--- config.mk ---
export PLATFORM = sky130hd
export DESIGN_NAME = fetch_unit
export DESIGN_NICKNAME = d
export VERILOG_FILES = /design/src/rtl/fetch_unit.sv
export SDC_FILE = /design/constraint.sdc
export NUM_CORES = 1
export LEC_CHECK = 0
export BUFFER_PORTS_ARGS = -buffer_cell sky130_fd_sc_hd__buf_2
export CELL_PAD_IN_SITES_DETAIL_PLACEMENT = 0
export CELL_PAD_IN_SITES_GLOBAL_PLACEMENT = 1
export CORE_ASPECT_RATIO = 1.5
export CORE_MARGIN = 5
export CORE_UTILIZATION = 53
export DETAILED_ROUTE_END_ITERATION = 10
export PLACE_DENSITY = 0.78
export SLEW_MARGIN = 10
export SYNTH_ARGS = -nofsm -noshare
export SYNTH_HDL_FRONTEND = slang
export SYNTH_SLANG_ARGS = --single-unit
--- constraint.sdc ---
create_clock -name clk -period 3.51 [get_ports clk]
set_input_delay 0.702 -clock clk [delete_from_list [all_inputs] [get_ports clk]]
set_output_delay 0.702 -clock clk [all_outputs]
set_load 0.05 [all_outputs]
--- src/rtl/fetch_unit.sv ---
// Program-counter sequencer: sequential, LUT-absolute, relative, call/return
// control flow with a bounded return stack and sticky over/underflow flags.
module fetch_unit #(
    parameter int D         = 10,
    parameter int L         = 5,
    parameter int S         = 4,
    parameter int DONE_ADDR = 381
) (
    input  logic                      clk,
    input  logic                      reset,
    input  logic                      stall,
    input  logic [2:0]                op,
    input  logic                      cond,
    input  logic [L-1:0]              idx,
    input  logic [7:0]                offset,
    input  logic                      lut_we,
    input  logic [L-1:0]              lut_waddr,
    input  logic [D-1:0]              lut_wdata,
    output logic [D-1:0]              prog_ctr,
    output logic                      done,
    output logic [$clog2(S+1)-1:0]    depth,
    output logic                      stk_ovf,
    output logic                      stk_unf
);

    localparam int DW = $clog2(S + 1);
    localparam int SW = (S > 1) ? $clog2(S) : 1;

    localparam logic [2:0] OP_SEQ  = 3'b000;
    localparam logic [2:0] OP_ABS  = 3'b001;
    localparam logic [2:0] OP_REL  = 3'b010;
    localparam logic [2:0] OP_CALL = 3'b011;
    localparam logic [2:0] OP_RET  = 3'b100;

    logic [D-1:0]  pc_q, pc_d;
    logic [DW-1:0] depth_q, depth_d;
    logic          ovf_q, ovf_d;
    logic          unf_q, unf_d;
    logic [D-1:0]  lut_q [2**L];
    logic [D-1:0]  stk_q [S];

    logic          done_s;
    logic          push_s;
    logic [D-1:0]  pc_inc_s;
    logic [D-1:0]  off_ext_s;
    logic [D-1:0]  lut_rd_s;
    logic [SW-1:0] wr_idx_s;
    logic [SW-1:0] top_idx_s;

    assign done_s    = (pc_q == D'(DONE_ADDR));
    assign pc_inc_s  = pc_q + D'(1'b1);
    assign off_ext_s = D'($signed(offset));
    // Combinational read returns the pre-write value when read and write collide.
    assign lut_rd_s  = lut_q[idx];
    assign wr_idx_s  = SW'(depth_q);
    assign top_idx_s = SW'(depth_q - DW'(1'b1));

    // Next-state decode; halt and stall both freeze all control state.
    always_comb begin
        pc_d    = pc_q;
        depth_d = depth_q;
        ovf_d   = ovf_q;
        unf_d   = unf_q;
        push_s  = 1'b0;
        if (!done_s && !stall) begin
            case (op)
                OP_SEQ: pc_d = pc_inc_s;
                OP_ABS: pc_d = cond ? lut_rd_s : pc_inc_s;
                OP_REL: pc_d = cond ? (pc_q + off_ext_s) : pc_inc_s;
                OP_CALL: begin
                    pc_d = lut_rd_s;
                    if (depth_q == DW'(S)) begin
                        ovf_d = 1'b1;
                    end else begin
                        push_s  = 1'b1;
                        depth_d = depth_q + DW'(1'b1);
                    end
                end
                OP_RET: begin
                    if (depth_q == {DW{1'b0}}) begin
                        pc_d  = pc_inc_s;
                        unf_d = 1'b1;
                    end else begin
                        pc_d    = stk_q[top_idx_s];
                        depth_d = depth_q - DW'(1'b1);
                    end
                end
                default: pc_d = pc_inc_s;
            endcase
        end else begin
            pc_d    = pc_q;
            depth_d = depth_q;
        end
    end

    // Control state and LUT; LUT writes ignore stall and halt.
    always_ff @(posedge clk) begin
        if (reset) begin
            pc_q    <= {D{1'b0}};
            depth_q <= {DW{1'b0}};
            ovf_q   <= 1'b0;
            unf_q   <= 1'b0;
            for (int i = 0; i < 2**L; i++) begin
                lut_q[i] <= {D{1'b0}};
            end
        end else begin
            pc_q    <= pc_d;
            depth_q <= depth_d;
            ovf_q   <= ovf_d;
            unf_q   <= unf_d;
            if (lut_we) begin
                lut_q[lut_waddr] <= lut_wdata;
            end
        end
    end

    // Return-stack storage; contents are qualified solely by depth.
    always_ff @(posedge clk) begin
        if (!reset && push_s) begin
            stk_q[wr_idx_s] <= pc_inc_s;
        end
    end

    assign prog_ctr = pc_q;
    assign done     = done_s;
    assign depth    = depth_q;
    assign stk_ovf  = ovf_q;
    assign stk_unf  = unf_q;

endmodule

==> impl_metrics.yaml <==
outcome:
  status: "finished clean"
place:
  dp_cells: 1631
  portBuffers: 51
  dpl.hpwl_mm: 29.78
  gp_congestion: 0.8611
setup_path:
  critPathTopFamily: "simple AND/OR/NAND/NOR gates"
  path_cells: "inv_1, ha_1, nor4bb_1, and3_1, buf_2"
  criticalPathCategory: "flop to output pin"
  arrival_ps: 2110
  cp_slowest_stage_delay_ps: 360
  start_kind: "flop"
  cp_data_required_time_ps: 2810
  path_max_fanout: 5
  worst_setup_path_end_kind: "output pin"
  crit_slowest_cell: "dfxtp_1"
  critPathBufInv: 2
synth:
  synth-async-reset-ratio_pct: 0
  yosysWarnings: 0
  synth_seq_area_share_pct: 62.66
  synth-seq-cells: 375
  synth_edf_count: 360
  synth_fp_nets: 1253
  synth_ff_type: "edfxtp_1"
  netlist-cell-type-count: 54
  syn_inst: 1200
  syn_area_per_cell_um2: 14.78
  synth_area_mm2: 0.01773
floorplanning:
  io_pins: 52
  core_mm2: 0.03324
  placementRows: 82
  die-area_mm2: 0.03729
  die_w_um: 159.3
  start_util_pct: 53.34
  die_h_um: 234.0
clock_tree:
  cts.sinks: 375
  root_buffer: "clkbuf_16"
  post_cts_buffers: 0
  cts_made_buffers: 36
  clkTransAtPathRegs_ps: 60
  hold_buffers: 0
  cts_resized: 0
  cts.htree.levels: 2
  clockBufferDepth: 3
  clock_latency_ps: 520
  cts_tree: "done"
global_routing:
  antenna_found_initial: 1
  grt_max_degree: 34
  grt_pass1_wl_mm: 65.29
  grtUsageTotal_pct: 23.37
  grt_overflow_total: 0
  grt_pass1_vias: 10440
timing:
  setup_viol: 0
  finalSetupTns_ps: 0
  rsz0062_at_grt: "false"
  fin_crit_ps: 2813
  holdWs_ps: 471.3
  relSlewSlack_pct: 42.22
  fin_skew_ps: 10.73
  worst_pin_slew_ps: 866.6
  fin_crit_sh_pct: 80.13
  fmax_mhz: 355.5
  final_hold_viol_count: 0
  final_max_slew_viol_count: 0
power:
  p_leak_nw: 6.995
  powerDensity_mw_per_mm2: 500.9
  peakVddDrop_v: 0.0002682
  totalPowerFinal_mw: 9.872
routing:
  vias: 10020
  first_pass_iters: 5
  drt-initial-drc-count: 917
  detail-route-antenna-nets: 0
  finalWirelength_mm: 43.22
  wl_per_cell_um: 25.53
  viasPerCell: 5.920
  drc: 0
layout:
  drive_gt1_share_pct: 23.02
  fin_nets: 1302
  syn_to_final_growth_pct: 11.14
  n_antenna_cell: 0
  final_cells: 1693
hold_path:
  hold_class: "flop to flop"
job:
  cap_viol_max_count: 0
[logic make-up after synthesis]
family / Yosys count / synth area share (%)
AOI/OAI and AO/OA: 71 / 2.949
xor gates and xnor gates: 16 / 0.7903
adders and majority gates: 18 / 1.298
buffers and inverters: 115 / 2.674
DFF: 375 / 62.66
muxes: 113 / 13.47
and+or+nand+nor: 492 / 16.16
[worst paths after layout]
kind,from,to,slack (ps),cells after the start
max,prog_ctr[1],done,700,5
min,stk_unf,stk_unf,470,2
max reg2reg,prog_ctr[1],prog_ctr[4],960,9
min reg2reg,stk_unf,stk_unf,470,2
[tightest hold or removal path, delay by kind of cell, from the launching register on]
family	cells	cell delay [ps]
AND/OR/NAND/NOR	1	70
AO/OA/AOI/OAI	1	40
flip-flops	1	320
[sequential cells by signal (all words and copies together), names as in the netlist]
signal	flops
lut_q	320
stk_q	40
prog_ctr	10
depth	3
stk_ovf	1
stk_unf	1
[metrics by stage]
| stage | worst slack (ps) | instance area [um^2] | utilization, % |
|---|---|---|---|
| floorplan | 364.3 | 17730 | - |
| CTS | 676.8 | 19710 | 59.29 |
| detailed placement | 524.0 | 18610 | 55.97 |
| global placement | 503.9 | 18610 | 55.97 |
| finish | 697.4 | 19710 | 59.29 |
| global route | 596.6 | 19710 | 59.29 |
[synthesized netlist by cell type (all sizes together) (10+ instances only)]
cell type,number,share of area [%]
a21oi,11,0.31
edfxtp,360,61
dfxtp,15,1.7
and2,322,11
nand3,10,0.28
mux4,100,13
inv,17,0.36
clkbuf,78,1.7
xnor2,12,0.59
or2,34,1.2
ha,16,1.1
nand2,26,0.55
nor2b,10,0.35
nor2,59,1.2
buf,20,0.66
[per-layer routing]
metal  GRT usage, %  routed length (um)
met2          44.19               24110
met4          7.869                1298
met3          3.288                2015
met1          27.35               15780
met5              0                  11
[power by group]
group          internal (mW)  switching, mW
sequential              5.12         0.0817
combinational          0.364          0.550
clock                   2.16           1.60
total                   7.64           2.23
[cell usage in the layout (no fill, tap or decap), types with 5 or more instances in the layout]
| cell | count |
|---|---|
| a21oi_1 | 11 |
| a221oi_1 | 9 |
| a22oi_1 | 9 |
| a31oi_1 | 5 |
| and2_1 | 322 |
| and3_1 | 6 |
| buf_12 | 5 |
| buf_2 | 49 |
| buf_4 | 55 |
| clkbuf_1 | 13 |
| clkbuf_16 | 37 |
| clkinv_1 | 6 |
| dfxtp_1 | 15 |
| edfxtp_1 | 360 |
| ha_1 | 16 |
| inv_1 | 17 |
| mux2_2 | 5 |
| mux2i_1 | 8 |
| mux4_2 | 100 |
| nand2_1 | 26 |
| nand3_1 | 10 |
| nand3b_1 | 5 |
| nor2_1 | 59 |
| nor2b_1 | 10 |
| nor3_1 | 7 |
| o21ai_0 | 6 |
| or2_2 | 34 |
| xnor2_1 | 12 |
[layout make-up]
class                   instances  area, um^2
fillers                      2582       13530
flip-flops and latches        375       11110
multi-input cells             710        6147
clock buffers                  50       974.7
repair buffers                109       758.2
well taps                     420       525.5
clock inverters                12       127.6
inverters                      17       63.81
No activity file was read; power rests on OpenSTA's default activity.
